==> src/rtl/alu_pipe_acc.sv <==
// Two-stage pipelined signed ALU with an internal accumulator, optional
// saturation, signed-overflow reporting and valid/ready flow control.
module alu_pipe_acc #(
    parameter int unsigned WIDTH    = 16,
    parameter bit          SATURATE = 1'b1
) (
    input  logic             clk,
    input  logic             rst_n,
    input  logic             in_valid,
    output logic             in_ready,
    input  logic [1:0]       op,
    input  logic [WIDTH-1:0] a,
    input  logic [WIDTH-1:0] b,
    input  logic             cin,
    output logic             out_valid,
    input  logic             out_ready,
    output logic [WIDTH-1:0] out,
    output logic             ovf
);

    typedef enum logic [1:0] {
        OP_ADD  = 2'b00,
        OP_SUB  = 2'b01,
        OP_ACC  = 2'b10,
        OP_LOAD = 2'b11
    } op_e;

    localparam logic [WIDTH-1:0] MAX_POS = {1'b0, {(WIDTH-1){1'b1}}};
    localparam logic [WIDTH-1:0] MIN_NEG = {1'b1, {(WIDTH-1){1'b0}}};

    logic             r_s1_valid;
    op_e              r_s1_op;
    logic [WIDTH-1:0] r_s1_a;
    logic [WIDTH-1:0] r_s1_b;
    logic             r_s1_cin;

    logic             r_out_valid;
    logic [WIDTH-1:0] r_out;
    logic             r_ovf;
    logic [WIDTH-1:0] r_acc;

    logic             w_en1;
    logic             w_en2;
    logic             w_accept;
    logic             w_commit;
    logic [WIDTH-1:0] w_x;
    logic [WIDTH-1:0] w_y;
    logic             w_c;
    logic [WIDTH:0]   w_sum;
    logic             w_sum_ovf;
    logic [WIDTH-1:0] w_res;
    logic             w_res_ovf;
    logic             w_acc_upd;

    assign w_en2    = !r_out_valid || out_ready;
    assign w_en1    = !r_s1_valid || w_en2;
    assign w_accept = in_valid && w_en1;
    assign w_commit = r_s1_valid && w_en2;

    assign in_ready  = w_en1;
    assign out_valid = r_out_valid;
    assign out       = r_out;
    assign ovf       = r_ovf;

    // One shared WIDTH+1 adder; SUB feeds ~b with inverted borrow, ACC swaps in acc.
    always_comb begin
        w_x = r_s1_a;
        w_y = r_s1_b;
        w_c = r_s1_cin;
        case (r_s1_op)
            OP_SUB: begin
                w_y = ~r_s1_b;
                w_c = ~r_s1_cin;
            end
            OP_ACC: begin
                w_x = r_acc;
                w_y = r_s1_a;
            end
            OP_LOAD: w_c = 1'b0;
            default: ;
        endcase
    end

    assign w_sum     = {w_x[WIDTH-1], w_x} + {w_y[WIDTH-1], w_y} + {{WIDTH{1'b0}}, w_c};
    assign w_sum_ovf = w_sum[WIDTH] ^ w_sum[WIDTH-1];
    assign w_acc_upd = (r_s1_op == OP_ACC) || (r_s1_op == OP_LOAD);

    always_comb begin
        w_res     = w_sum[WIDTH-1:0];
        w_res_ovf = w_sum_ovf;
        if (r_s1_op == OP_LOAD) begin
            w_res     = r_s1_a;
            w_res_ovf = 1'b0;
        end else if (w_sum_ovf && SATURATE) begin
            w_res = w_sum[WIDTH] ? MIN_NEG : MAX_POS;
        end
    end

    always_ff @(posedge clk or negedge rst_n) begin
        if (!rst_n) begin
            r_s1_valid <= 1'b0;
            r_s1_op    <= OP_ADD;
            r_s1_a     <= '0;
            r_s1_b     <= '0;
            r_s1_cin   <= 1'b0;
        end else if (w_accept) begin
            r_s1_valid <= 1'b1;
            r_s1_op    <= op_e'(op);
            r_s1_a     <= a;
            r_s1_b     <= b;
            r_s1_cin   <= cin;
        end else if (w_en1) begin
            r_s1_valid <= 1'b0;
        end
    end

    // acc moves only on commit, so a stalled op in S1 can never apply twice.
    always_ff @(posedge clk or negedge rst_n) begin
        if (!rst_n) begin
            r_out_valid <= 1'b0;
            r_out       <= '0;
            r_ovf       <= 1'b0;
            r_acc       <= '0;
        end else if (w_commit) begin
            r_out_valid <= 1'b1;
            r_out       <= w_res;
            r_ovf       <= w_res_ovf;
            if (w_acc_upd) begin
                r_acc <= w_res;
            end
        end else if (w_en2) begin
            r_out_valid <= 1'b0;
        end
    end

endmodule

==> config.mk <==
export PLATFORM = sky130hd
export DESIGN_NAME = alu_pipe_acc
export DESIGN_NICKNAME = d
export VERILOG_FILES = /design/src/rtl/alu_pipe_acc.sv
export SDC_FILE = /design/constraint.sdc
export NUM_CORES = 1
export LEC_CHECK = 0
export ABC_AREA = 1
export BUFFER_PORTS_ARGS = -buffer_cell sky130_fd_sc_hd__buf_2
export CAP_MARGIN = 10
export CORE_MARGIN = 4
export CORE_UTILIZATION = 50
export DETAILED_ROUTE_END_ITERATION = 16
export MAX_ROUTING_LAYER = met4
export PLACE_DENSITY = 0.78
export SKIP_CTS_REPAIR_TIMING = 1
export SLEW_MARGIN = 20
export SYNTH_ARGS = -nofsm -noshare
export SYNTH_HDL_FRONTEND = slang
export SYNTH_SLANG_ARGS = --single-unit
==> constraint.sdc <==
create_clock -name clk -period 4.8 [get_ports clk]
set_input_delay 0.96 -clock clk [delete_from_list [all_inputs] [get_ports clk]]
set_output_delay 0.96 -clock clk [all_outputs]
set_load 0.01 [all_outputs]
Word level (Yosys, flattened, before mapping)
Cells that the tools add are included. W data, S select, Z words.

$add $sub $neg: 2. Equal/unequal tests: 3. Multiplexer cells: 11. Bitwise gates (word level): 3. Reduce and logical (&&, ||, !) cells: 10.

Operator list (number): $mux W16 (4); $pmux W16 S2 (1); $add A16 B16 Y17 (1); $add A17 B1 Y17 (1); $not A16 Y16 (1); $mux W1 (5); $eq A2 B2 Y1 const B (2); $reduce_bool A2 Y1 (2); $logic_or A1 B1 Y1 (3); $eq A2 B1 Y1 const B (1); $logic_and A1 B1 Y1 (2); $logic_not A1 Y1 (2); $pmux W1 S2 (1); $reduce_and A2 Y1 (1); $not A1 Y1 (1); $xor A1 B1 Y1 (1).

Register bits after elaboration: 70. Input port bits: 39. Output and inout bits: 19. Logic and storage cells: 38.

Logic depth before layout (Yosys ltp)
Gate-level depths: netlist (run 1).

Depth after elaboration: 7. Gate-level depth with buffers: 24. Gate-level depth less buffers: 22.

Worst setup path before layout (run 1)
No wires, ideal clock.

Kind: reg-to-reg. Start: register r_s1_op[0]. End: register r_out[13], in the netlist out[13]. Setup time: 0.116 ns. Data arrival time: 3.281 ns. Data required time: 4.684 ns. Slack: 1.403 ns. Cell stages (with the launch flop): 25. Path buffers: 3. Clock period less this slack: 3.397 ns. Cell sequence: dfrtp_1 > inv_1 > ha_1 > clkbuf_1 > buf_1 > nand2_1 > o211ai_1 > o21ai_0 > fa_1 > fa_1 > inv_1 > nand2_1 > nand2_1 > nand3_1 > nand2_2 > nand2_2 > nand2_1 > nand2_1 > nand2_2 > nand2_4 > buf_12 > nand4_4 > nand2_2 > nand2_1 > nand2_1.

Cells in the longest elaborated chain, start to end: 7. Elaborated cells on any way between the ends: 12. Those cells by class: add/sub: 2; eq/ne: 3; mux: 6; bitwise: 1.

RTL lines: start: declaration (RTL line 32) `op_e r_s1_op;`; start signal: assignment (RTL line 108) `r_s1_op <= op_e'(op);`; $eq A2 B2 Y1 or $eq A2 B1 Y1 (tied branches) (RTL line 70) `case (r_s1_op)`; $pmux W16 S2 or $mux W16 (tied branches) (RTL line 70); $add A16 B16 Y17 (RTL line 84) `assign w_sum = {w_x[WIDTH-1], w_x} + {w_y[WIDTH-1], w_y} + {{WIDTH{1'b0}}, w_c};`; $add A17 B1 Y17 (RTL line 84); $mux W16 or $xor A1 B1 Y1 (tied branches) (RTL line 95, 85); $mux W16 (RTL line 94) `end else if (w_sum_ovf && SATURATE) begin`; $mux W16 (*) (RTL line 91) `if (r_s1_op == OP_LOAD) begin`; end signal: assignment (RTL line 126) `r_out <= w_res;`; end: declaration (RTL line 38) `logic [WIDTH-1:0] r_out;`.

Every way passes the cells marked *; elsewhere a longest branch is shown, timed or not. A chain may end at the register's enable or synchronous reset.

Worst setup path after layout (run 1)
Start: register r_s1_op[0]. End: register r_out[2], in the netlist out[2].

The elaborated chain is that of the path after synthesis.

==> results.sh, run 1 <==
export IMPL_cts_tree="yes"
export IMPL_start_util_pct=51.9
export IMPL_p_leak_nw=2.70
export IMPL_cp_cell_sequence="inv_1, ha_1, inv_1, o211ai_1, o21ai_0, fa_1, fa_1, inv_1, nand2_1, nand2_1, nand3_1, nand2_2, nand2_2, nand2_1, nand2_1, nand2_2, nand2_4, nand3_1, nand2_1, nand3_1, nand2_1"
export IMPL_area_growth_pct=11.8
export IMPL_fin_hold_ws_ns=0.474
export IMPL_ir_drop_mv=0.216
export IMPL_async_reset_ff_share_pct=100
export IMPL_detail_route_antenna_nets=0
export IMPL_syn_nets=646
export IMPL_cellPowerDensity_mw_per_mm2=665
export IMPL_ys_ff_latch=70
export IMPL_dp_cells=733
export IMPL_worst_path_buf_inv=3
export IMPL_cp_required_ns=5.05
export IMPL_place_congestion=0.962
export IMPL_r2r_slack_ns=0.96
export IMPL_synth_area_mm2=0.00457
export IMPL_cp_num_cells=21
export IMPL_drt_iter0_markers=222
export IMPL_cts_buffers=9
export IMPL_diodes=0
export IMPL_synth_edf_count=0
export IMPL_tightest_slew_ns=0.935
export IMPL_grt_pass1_vias=3629
export IMPL_hpwlAfterDp_um=8850
export IMPL_cp_start_kind="register"
export IMPL_dieArea_mm2=0.0107
export IMPL_fin_cells=749
export IMPL_cp_top_family="adder cells"
export IMPL_finalSetupViolCount=0
export IMPL_io_buffers=57
export IMPL_final_cell_mix="nand2_1, dfrtp_1, buf_2"
export IMPL_multi_input_area_mm2=0.00247
export IMPL_cts_buffer_depth=2
export IMPL_reg2regPathDepth=21
export IMPL_num_nets_final=695
export IMPL_rsz0062_at_grt="no"
export IMPL_placementRows=34
export IMPL_post_route_period_util_pct=80.1
export IMPL_drv_slew=0
export IMPL_worstPathArrival_ns=4.09
export IMPL_grt_overflow_total=0
export IMPL_outcome="finished clean"
export IMPL_skew_ns=0.0120
export IMPL_crit_path_end="out[2]$_DFFE_PN0P_"
export IMPL_worst_slew_margin_rel_pct=37.5
export IMPL_vias=3930
export IMPL_synthCells=587
export IMPL_clkTransAtPathRegs_ns=0.08
export IMPL_final_common_cell="nand2_1"
export IMPL_path_max_fanout=22
export IMPL_synth_flop_cell="dfrtp_1"
export IMPL_timing_final_hold_violations=0
export IMPL_worstSetupPathType="reg -> reg"
export IMPL_coreArea_mm2=0.00881
export IMPL_cts_max_level=3
export IMPL_hold_path_class="reg -> reg"
export IMPL_die_h_um=104
export IMPL_ios=58
export IMPL_fill_cells=831
export IMPL_routed_via_density=5.25
export IMPL_critPathMaxStageDelay_ns=0.47
export IMPL_drtPass1Iterations=5
export IMPL_fin_setup_tns_ns=0
export IMPL_seq_area_frac_synth_pct=38.3
export IMPL_register_area_mm2=0.00175
export IMPL_grt_use_total_pct=22.1
export IMPL_die_x_um=104
export IMPL_cp_slowest_cell="fa_1"
export IMPL_final_layout_size_suffix_gt1_share_pct=22.9
export IMPL_yosysWarnings=0
export IMPL_drv_cap=0
export IMPL_postSynthAreaPerCell_um2=7.78
export IMPL_cts_sinks=70
export IMPL_wl_per_cell_um=15.0
export IMPL_crit_top_cell="nand2_1"
export IMPL_drcViolationCount=0
export IMPL_min_period_ns=3.84
export IMPL_grt_pass1_wl_um=18600
export IMPL_reg2reg_to="out[2]$_DFFE_PN0P_"
export IMPL_reg2reg_from="r_s1_op[0]$_DFFE_PN0P_"
export IMPL_max_freq_mhz=260
export IMPL_clkLatencyLatePin_ns=0.35
export IMPL_totalWireLength_um=11200
export IMPL_end_kind="register"
export IMPL_antenna_found_initial=0
export IMPL_final_core_util_pct=58.0
export IMPL_yosysUniqueCellTypes=38
export IMPL_grt_max_degree=50
export IMPL_cp_startpoint="r_s1_op[0]$_DFFE_PN0P_"
export IMPL_root_buffer="clkbuf_8"
where the power goes:
part           leakage (nW)  switching (mW)  total (mW)  internal, mW
Combinational          1.77            1.25        1.96         0.713
Sequential            0.826           0.135       0.911         0.776
Clock                 0.106           0.231       0.523         0.292
Total                  2.70            1.61        3.39          1.78
flip-flops by register name, summed over array words and instances, names as in the netlist:
| name | count |
|---|---|
| r_s1_valid | 1 |
| r_s1_b | 16 |
| out_valid | 1 |
| r_s1_cin | 1 |
| r_s1_op | 2 |
| ovf | 1 |
| r_acc | 16 |
| out | 16 |
| r_s1_a | 16 |
synth_stat cells (2+ instances only):
cell type | n | share of area [%]
clkbuf_1 | 16 | 1.3
a21oi_2 | 4 | 0.77
and2_1 | 2 | 0.27
nor2_1 | 28 | 2.3
xor2_1 | 7 | 1.3
a21oi_4 | 2 | 0.71
o221ai_1 | 5 | 0.96
nand3b_1 | 4 | 0.66
nand2_2 | 21 | 2.9
nand2_1 | 199 | 16
dfrtp_1 | 70 | 38
nand3_1 | 28 | 3.1
nand2_4 | 7 | 1.7
buf_6 | 3 | 0.74
ha_1 | 18 | 4.9
mux2_2 | 22 | 5.4
buf_1 | 2 | 0.16
o21ai_1 | 8 | 0.88
inv_1 | 52 | 4.3
o211ai_1 | 6 | 0.99
inv_2 | 6 | 0.49
o21bai_1 | 2 | 0.33
fa_1 | 2 | 0.88
nand4_4 | 3 | 1.4
a21oi_1 | 27 | 3.0
o21ai_0 | 31 | 3.4
worst reg2reg max path, cell delays in order, from the launching register on:
cell and delay, ns:
dfrtp_1 0.38, inv_1 0.07, ha_1 0.44, inv_1 0.31, o211ai_1 0.19, o21ai_0 0.16, fa_1 0.47, fa_1 0.39
inv_1 0.08, nand2_1 0.06, nand2_1 0.10, nand3_1 0.09, nand2_2 0.11, nand2_2 0.06, nand2_1 0.08, nand2_1 0.06
nand2_2 0.10, nand2_4 0.20, nand3_1 0.17, nand2_1 0.08, nand3_1 0.07, nand2_1 0.06
layer usage:
metal  track usage, %  part of all wire, %  routed length [µm]
met5                -                    0                   0
met4             7.12                  1.5                 165
met3             3.92                  6.6                 739
met2             31.1                   42                4770
met1             32.2                   49                5560
kinds of logic (layout without fill, tap and decap cells):
logic type      after synthesis  count (layout)  synth area share [%]
xor+xnor                      8               8                  1.53
mux                          23              23                  5.64
flops                        70              70                  38.3
compound gates               86              86                  11.2
simple gates                298             298                  29.9
buf+inv                      82             136                  7.64
fa+ha+maj                    20              20                  5.81
worst min-delay path by stage:
stage | start | end | slack, ns | cells past startpoint
floorplan | r_acc[0]$_DFFE_PN0P_ | r_acc[0]$_DFFE_PN0P_ | 0.45 | 2
global placement | out[9]$_DFFE_PN0P_ | out[9]$_DFFE_PN0P_ | 0.46 | 2
detailed placement | out[1]$_DFFE_PN0P_ | out[1]$_DFFE_PN0P_ | 0.46 | 2
CTS | out[1]$_DFFE_PN0P_ | out[1]$_DFFE_PN0P_ | 0.48 | 2
global route | out[0]$_DFFE_PN0P_ | out[0]$_DFFE_PN0P_ | 0.51 | 2
finish | out[10]$_DFFE_PN0P_ | out[10]$_DFFE_PN0P_ | 0.47 | 2
per-stage QoR:
step	worst slack, ns	instance area [µm²]	total power, mW
6_report	0.957	5110	3.39
5_1_grt	0.608	5110	3.68
4_1_cts	0.972	5110	3.41
3_5_place_dp	0.983	4890	2.87
3_3_place_gp	1.16	4890	2.85
2_1_floorplan	1.40	4570	2.43
cell type report:
cell class | instances | area share, %
multi-input combinational | 435 | 48.4
sequential | 70 | 34.3
timing repair buffer | 60 | 6.03
inverter | 60 | 4.46
tap | 108 | 2.65
clock buffer | 10 | 2.50
clock inverter | 6 | 1.69
Note: power is estimated with default switching activity, not from simulation.
==> run 2: changes to the inputs <==
- clock period: 4.8 -> 3.95 ns (I/O delays scaled with it)
==> run 2 against run 1 <==
Clock skew grew 0.0029 ns; sequential power rose by 22%; non-clock buffer count grew 5; design area up 0.76%; fmax up 8.8%; combinational power grew 21%; core utilization increased by 0.44 points; clock power up 23%; critical path depth increased by 1; largest power group unchanged; total power is 22% higher.
==> results.sh, run 2 (synthesis gave the netlist of run 1 again) <==
export IMPL_ios=58
export IMPL_use_met3_pct=4.35
export IMPL_final_cell_area_mm2=0.00514
export IMPL_grt_max_degree=50
export IMPL_netSwitchingPower_mw=1.94
export IMPL_place_area_mm2=0.00493
export IMPL_coreArea_mm2=0.00881
export IMPL_drcViolationCount=0
export IMPL_cts_tree="yes"
export IMPL_grt_use_met1_pct=30.9
export IMPL_detail_route_antenna_nets=0
export IMPL_min_period_ns=3.53
export IMPL_root_buffer="clkbuf_8"
export IMPL_path_max_fanout=15
export IMPL_met2_usage_pct=30.9
export IMPL_start_util_pct=51.9
export IMPL_clkLatencyLatePin_ns=0.36
export IMPL_placementRows=34
export IMPL_area_growth_pct=12.6
export IMPL_worstSetupPathType="reg -> reg"
export IMPL_hpwlAfterDp_um=8600
export IMPL_outcome="finished clean"
export IMPL_end_kind="register"
export IMPL_finalSetupViolCount=0
export IMPL_final_cell_mix="nand2_1, dfrtp_1, buf_2"
export IMPL_setup_slack_ns=0.419
export IMPL_final_layout_size_suffix_gt1_share_pct=23.4
export IMPL_timing_final_hold_violations=0
export IMPL_grt_busiest_layer="met1"
export IMPL_drv_cap=0
export IMPL_grt_overflow_total=0
export IMPL_rsz0062_at_grt="no"
export IMPL_skew_ns=0.0148
export IMPL_num_nets_final=700
export IMPL_die_h_um=104
export IMPL_vias=3900
export IMPL_swShare_pct=47.0
export IMPL_grt_use_total_pct=21.6
export IMPL_worstPathArrival_ns=3.77
export IMPL_drtPass1Iterations=5
export IMPL_dp_cells=738
export IMPL_clkTransAtPathRegs_ns=0.08
export IMPL_cp_required_ns=4.19
export IMPL_die_x_um=104
export IMPL_cts_buffer_depth=2
export IMPL_fin_setup_tns_ns=0
export IMPL_clockPowerShare_pct=15.6
export IMPL_seq_power_share_pct=26.7
export IMPL_grt_pass1_vias=3736
export IMPL_totalWireLength_um=11000
export IMPL_routed_via_density=5.17
export IMPL_internal_power_mw=2.19
export IMPL_final_common_cell="nand2_1"
export IMPL_antenna_found_initial=0
export IMPL_cellPowerDensity_mw_per_mm2=803
export IMPL_drt_iter0_markers=206
export IMPL_io_buffers=57
export IMPL_power_frac_comb_pct=57.7
export IMPL_cts_buffers=9
export IMPL_hold_path_class="reg -> reg"
export IMPL_max_freq_mhz=283
export IMPL_wl_per_cell_um=14.6
export IMPL_cts_max_level=3
export IMPL_pre_cts_slack_ns=0.448
export IMPL_place_congestion=0.991
export IMPL_grt_pass1_wl_um=18400
export IMPL_fin_cells=754
export IMPL_cp_start_kind="register"
export IMPL_ir_drop_mv=0.311
export IMPL_post_route_period_util_pct=89.4
export IMPL_drv_slew=0
export IMPL_dieArea_mm2=0.0107
export IMPL_cts_sinks=70
export IMPL_diodes=0
export IMPL_p_leak_nw=2.73
export IMPL_tightest_slew_ns=0.920
export IMPL_worst_slew_margin_rel_pct=38.5
run 2: final timing paths:
| kind | slack, ns | end | cells after the start | startpoint |
|---|---|---|---|---|
| setup / recovery | 0.42 | out[2]$_DFFE_PN0P_ | 22 | r_s1_op[1]$_DFFE_PN0P_ |
| hold reg to reg | 0.48 | out[5]$_DFFE_PN0P_ | 2 | out[5]$_DFFE_PN0P_ |
| min in group asynchronous | 0.50 | r_acc[9]$_DFFE_PN0P_ | 1 | rst_n |
| hold / removal | 0.48 | out[5]$_DFFE_PN0P_ | 2 | out[5]$_DFFE_PN0P_ |
| max in group asynchronous | 2.48 | out[2]$_DFFE_PN0P_ | 2 | rst_n |
| setup reg to reg | 0.42 | out[2]$_DFFE_PN0P_ | 22 | r_s1_op[1]$_DFFE_PN0P_ |
run 2: area by class of cell:
type	instances	area (µm²)
clock buffer	12	145
tap	108	135
multi-input combinational	435	2470
fill	805	3660
sequential	70	1750
clock inverter	4	70.1
inverter	60	228
timing repair buffer	65	345
run 2: worst max-delay path, cell delays in order, from the launching register on:
cell	delay (ns)
dfrtp_1	0.40
inv_1	0.09
ha_1	0.14
clkinv_1	0.22
buf_4	0.26
o21ai_0	0.07
o21ai_0	0.13
fa_1	0.42
fa_1	0.38
inv_1	0.08
nand2_1	0.07
nand2_1	0.09
nand3_1	0.09
nand2_2	0.12
nand2_2	0.07
nand2_1	0.09
nand2_1	0.07
nand2_2	0.10
nand2_4	0.20
nand3_1	0.14
nand2_1	0.08
nand3_1	0.07
nand2_1	0.06
run 2: stage by stage:
stage / hold WS, ns / utilization [%] / total power, mW
3_5_place_dp: 0.459 / 56.0 / 3.47
6_report: 0.479 / 58.4 / 4.13
3_3_place_gp: 0.458 / 56.0 / 3.44
5_1_grt: 0.505 / 58.4 / 4.49
4_1_cts: 0.481 / 58.4 / 4.13
2_1_floorplan: 0.449 / - / 2.95
run 2: power by group through the flow:
stage	Sequential, mW	Combinational [mW]	Clock (mW)
floorplan	1.10	1.85	0
global placement	1.11	2.33	0
detailed placement	1.10	2.37	0
CTS	1.10	2.38	0.652
global route	1.13	2.68	0.685
finish	1.11	2.38	0.644
run 2: per-layer routing:
metal,routed length [µm],vias to the layer above
met1,5550,1764
li1,-,1998
met3,607,22
met4,249,0
met5,0,-
met2,4620,116
==> run 3: changes to the inputs <==
- BUFFER_PORTS_ARGS: -buffer_cell sky130_fd_sc_hd__buf_2 -> -buffer_cell sky130_fd_sc_hd__buf_4
==> run 3 against run 2 <==
Combinational power grew 3%; routed wire length is 2.0% higher; clock power fell by 19%; worst hold slack got worse by 0.0017 ns; core utilization is 0.95 points higher; critical path type unchanged; largest power group unchanged.
==> results.sh, run 3 (synthesis gave the netlist of run 1 again) <==
export IMPL_final_cell_mix="nand2_1, dfrtp_1, buf_4"
export IMPL_skew_ns=0.00849
export IMPL_dr_max_layer_used="met4"
export IMPL_tightest_slew_ns=0.863
export IMPL_final_common_cell="nand2_1"
export IMPL_cts_max_level=3
export IMPL_fin_setup_tns_ns=0
export IMPL_drt_iter0_markers=216
export IMPL_place_area_mm2=0.00505
export IMPL_cts_buffer_depth=2
export IMPL_grt_pass1_wl_um=19200
export IMPL_ir_drop_mv=0.358
export IMPL_vias=3980
export IMPL_cts_tree="yes"
export IMPL_post_route_period_util_pct=90.7
export IMPL_ios=58
export IMPL_final_layout_size_suffix_gt1_share_pct=22.9
export IMPL_routed_via_density=5.31
export IMPL_cp_required_ns=4.18
export IMPL_detail_route_antenna_nets=0
export IMPL_finalSetupViolCount=0
export IMPL_timing_final_hold_violations=0
export IMPL_max_freq_mhz=279
export IMPL_cts_buffers=9
export IMPL_root_buffer="clkbuf_8"
export IMPL_min_from="out[10]$_DFFE_PN0P_"
export IMPL_drv_cap=0
export IMPL_hold_depth=2
export IMPL_reg2reg_to="out[12]$_DFFE_PN0P_"
export IMPL_wl_met1_um=5640
export IMPL_dieArea_mm2=0.0107
export IMPL_clkLatencyLatePin_ns=0.34
export IMPL_coreArea_mm2=0.00881
export IMPL_clkTransAtPathRegs_ns=0.07
export IMPL_end_kind="register"
export IMPL_hold_path_class="reg -> reg"
export IMPL_diodes=0
export IMPL_cts_sinks=70
export IMPL_wl_per_cell_um=15.0
export IMPL_fill_cells=837
export IMPL_grt_max_degree=71
export IMPL_place_congestion=0.940
export IMPL_dr_wl_met3_um=470
export IMPL_cp_start_kind="register"
export IMPL_num_nets_final=698
export IMPL_r2r_slack_ns=0.37
export IMPL_drcViolationCount=0
export IMPL_worstSetupPathType="reg -> reg"
export IMPL_reg2reg_from="r_s1_op[0]$_DFFE_PN0P_"
export IMPL_area_growth_pct=14.5
export IMPL_placementRows=34
export IMPL_io_buffers=57
export IMPL_start_util_pct=51.9
export IMPL_totalWireLength_um=11200
export IMPL_grt_use_total_pct=22.5
export IMPL_reg2regPathDepth=21
export IMPL_cellPowerDensity_mw_per_mm2=780
export IMPL_rsz0062_at_grt="no"
export IMPL_p_leak_nw=2.75
export IMPL_antenna_found_initial=0
export IMPL_design_power_total_mw=4.08
export IMPL_drtPass1Iterations=4
export IMPL_final_cell_area_mm2=0.00523
export IMPL_min_period_ns=3.58
export IMPL_grt_pass1_vias=3938
export IMPL_path_max_fanout=15
export IMPL_outcome="finished clean"
export IMPL_worstPathArrival_ns=3.82
export IMPL_worst_slew_margin_rel_pct=42.5
export IMPL_holdPathEnd="out[10]$_DFFE_PN0P_"
export IMPL_met2_length_um=4940
export IMPL_grt_overflow_total=0
export IMPL_die_x_um=104
export IMPL_drv_slew=0
export IMPL_hpwlAfterDp_um=8870
export IMPL_die_h_um=104
## run 3: cell count changes in the layout (fill, tap and decap cells not counted)
cell,previous run,this run
bufinv_16,2,0
clkbuf_8,10,12
nand2_1,198,199
buf_2,57,0
clkbuf_1,2,1
clkinv_2,2,1
nand2_2,22,21
buf_4,8,63
## run 3: layout make-up
type / instances / area (µm²) / area share (%)
timing repair buffer: 63 / 473 / 9.05
inverter: 60 / 228 / 4.36
clock buffer: 13 / 169 / 3.23
sequential: 70 / 1750 / 33.5
clock inverter: 1 / 5.00 / 0.0957
tap: 108 / 135 / 2.58
multi-input combinational: 435 / 2470 / 47.2
## run 3: how the worst max path moves through the flow
| stage | start | end | slack, ns | cells after the start |
|---|---|---|---|---|
| after CTS | r_s1_op[0]$_DFFE_PN0P_ | out[12]$_DFFE_PN0P_ | 0.41 | 21 |
| after floorplan | r_s1_op[0]$_DFFE_PN0P_ | out[13]$_DFFE_PN0P_ | 0.55 | 24 |
| after global placement | r_s1_op[0]$_DFFE_PN0P_ | out[14]$_DFFE_PN0P_ | 0.54 | 21 |
| after global routing | r_s1_op[0]$_DFFE_PN0P_ | out[0]$_DFFE_PN0P_ | 0.02 | 21 |
| after detailed placement | r_s1_op[0]$_DFFE_PN0P_ | out[12]$_DFFE_PN0P_ | 0.42 | 21 |
| final | r_s1_op[0]$_DFFE_PN0P_ | out[12]$_DFFE_PN0P_ | 0.37 | 21 |
## run 3: stage by stage
step	hold slack, ns	setup slack, ns	utilization [%]	std cells
floorplan	0.449	0.553	-	587
global route	0.523	0.0247	59.4	750
CTS	0.485	0.412	59.4	750
global placement	0.464	0.544	57.4	736
finish	0.477	0.368	59.4	750
detailed placement	0.467	0.420	57.4	736
## run 3: power by group
group	internal, mW	leakage (nW)	switching [mW]
logic	0.933	1.83	1.52
registers	0.945	0.826	0.161
clock network	0.272	0.0914	0.249
total	2.15	2.75	1.93
## run 3: metal layers
layer | vias up | track usage, %
li1 | 1985 | -
met1 | 1872 | 31.9
met2 | 107 | 33.0
met3 | 16 | 4.04
met4 | 0 | 7.03
met5 | - | -
## run 3: worst max-delay path: stages (launching register included)
cell and delay [ns]:
dfrtp_1 0.38, inv_1 0.08, ha_1 0.47, inv_1 0.12, o211ai_1 0.11, o21ai_0 0.15
fa_1 0.46, fa_1 0.38, inv_1 0.07, nand2_1 0.08, nand2_1 0.11, nand3_1 0.09
nand2_2 0.11, nand2_2 0.07, nand2_1 0.08, nand2_1 0.07, nand2_2 0.10, nand2_4 0.20
nand3_1 0.15, nand2_1 0.08, nand2_1 0.07, nand2_1 0.06
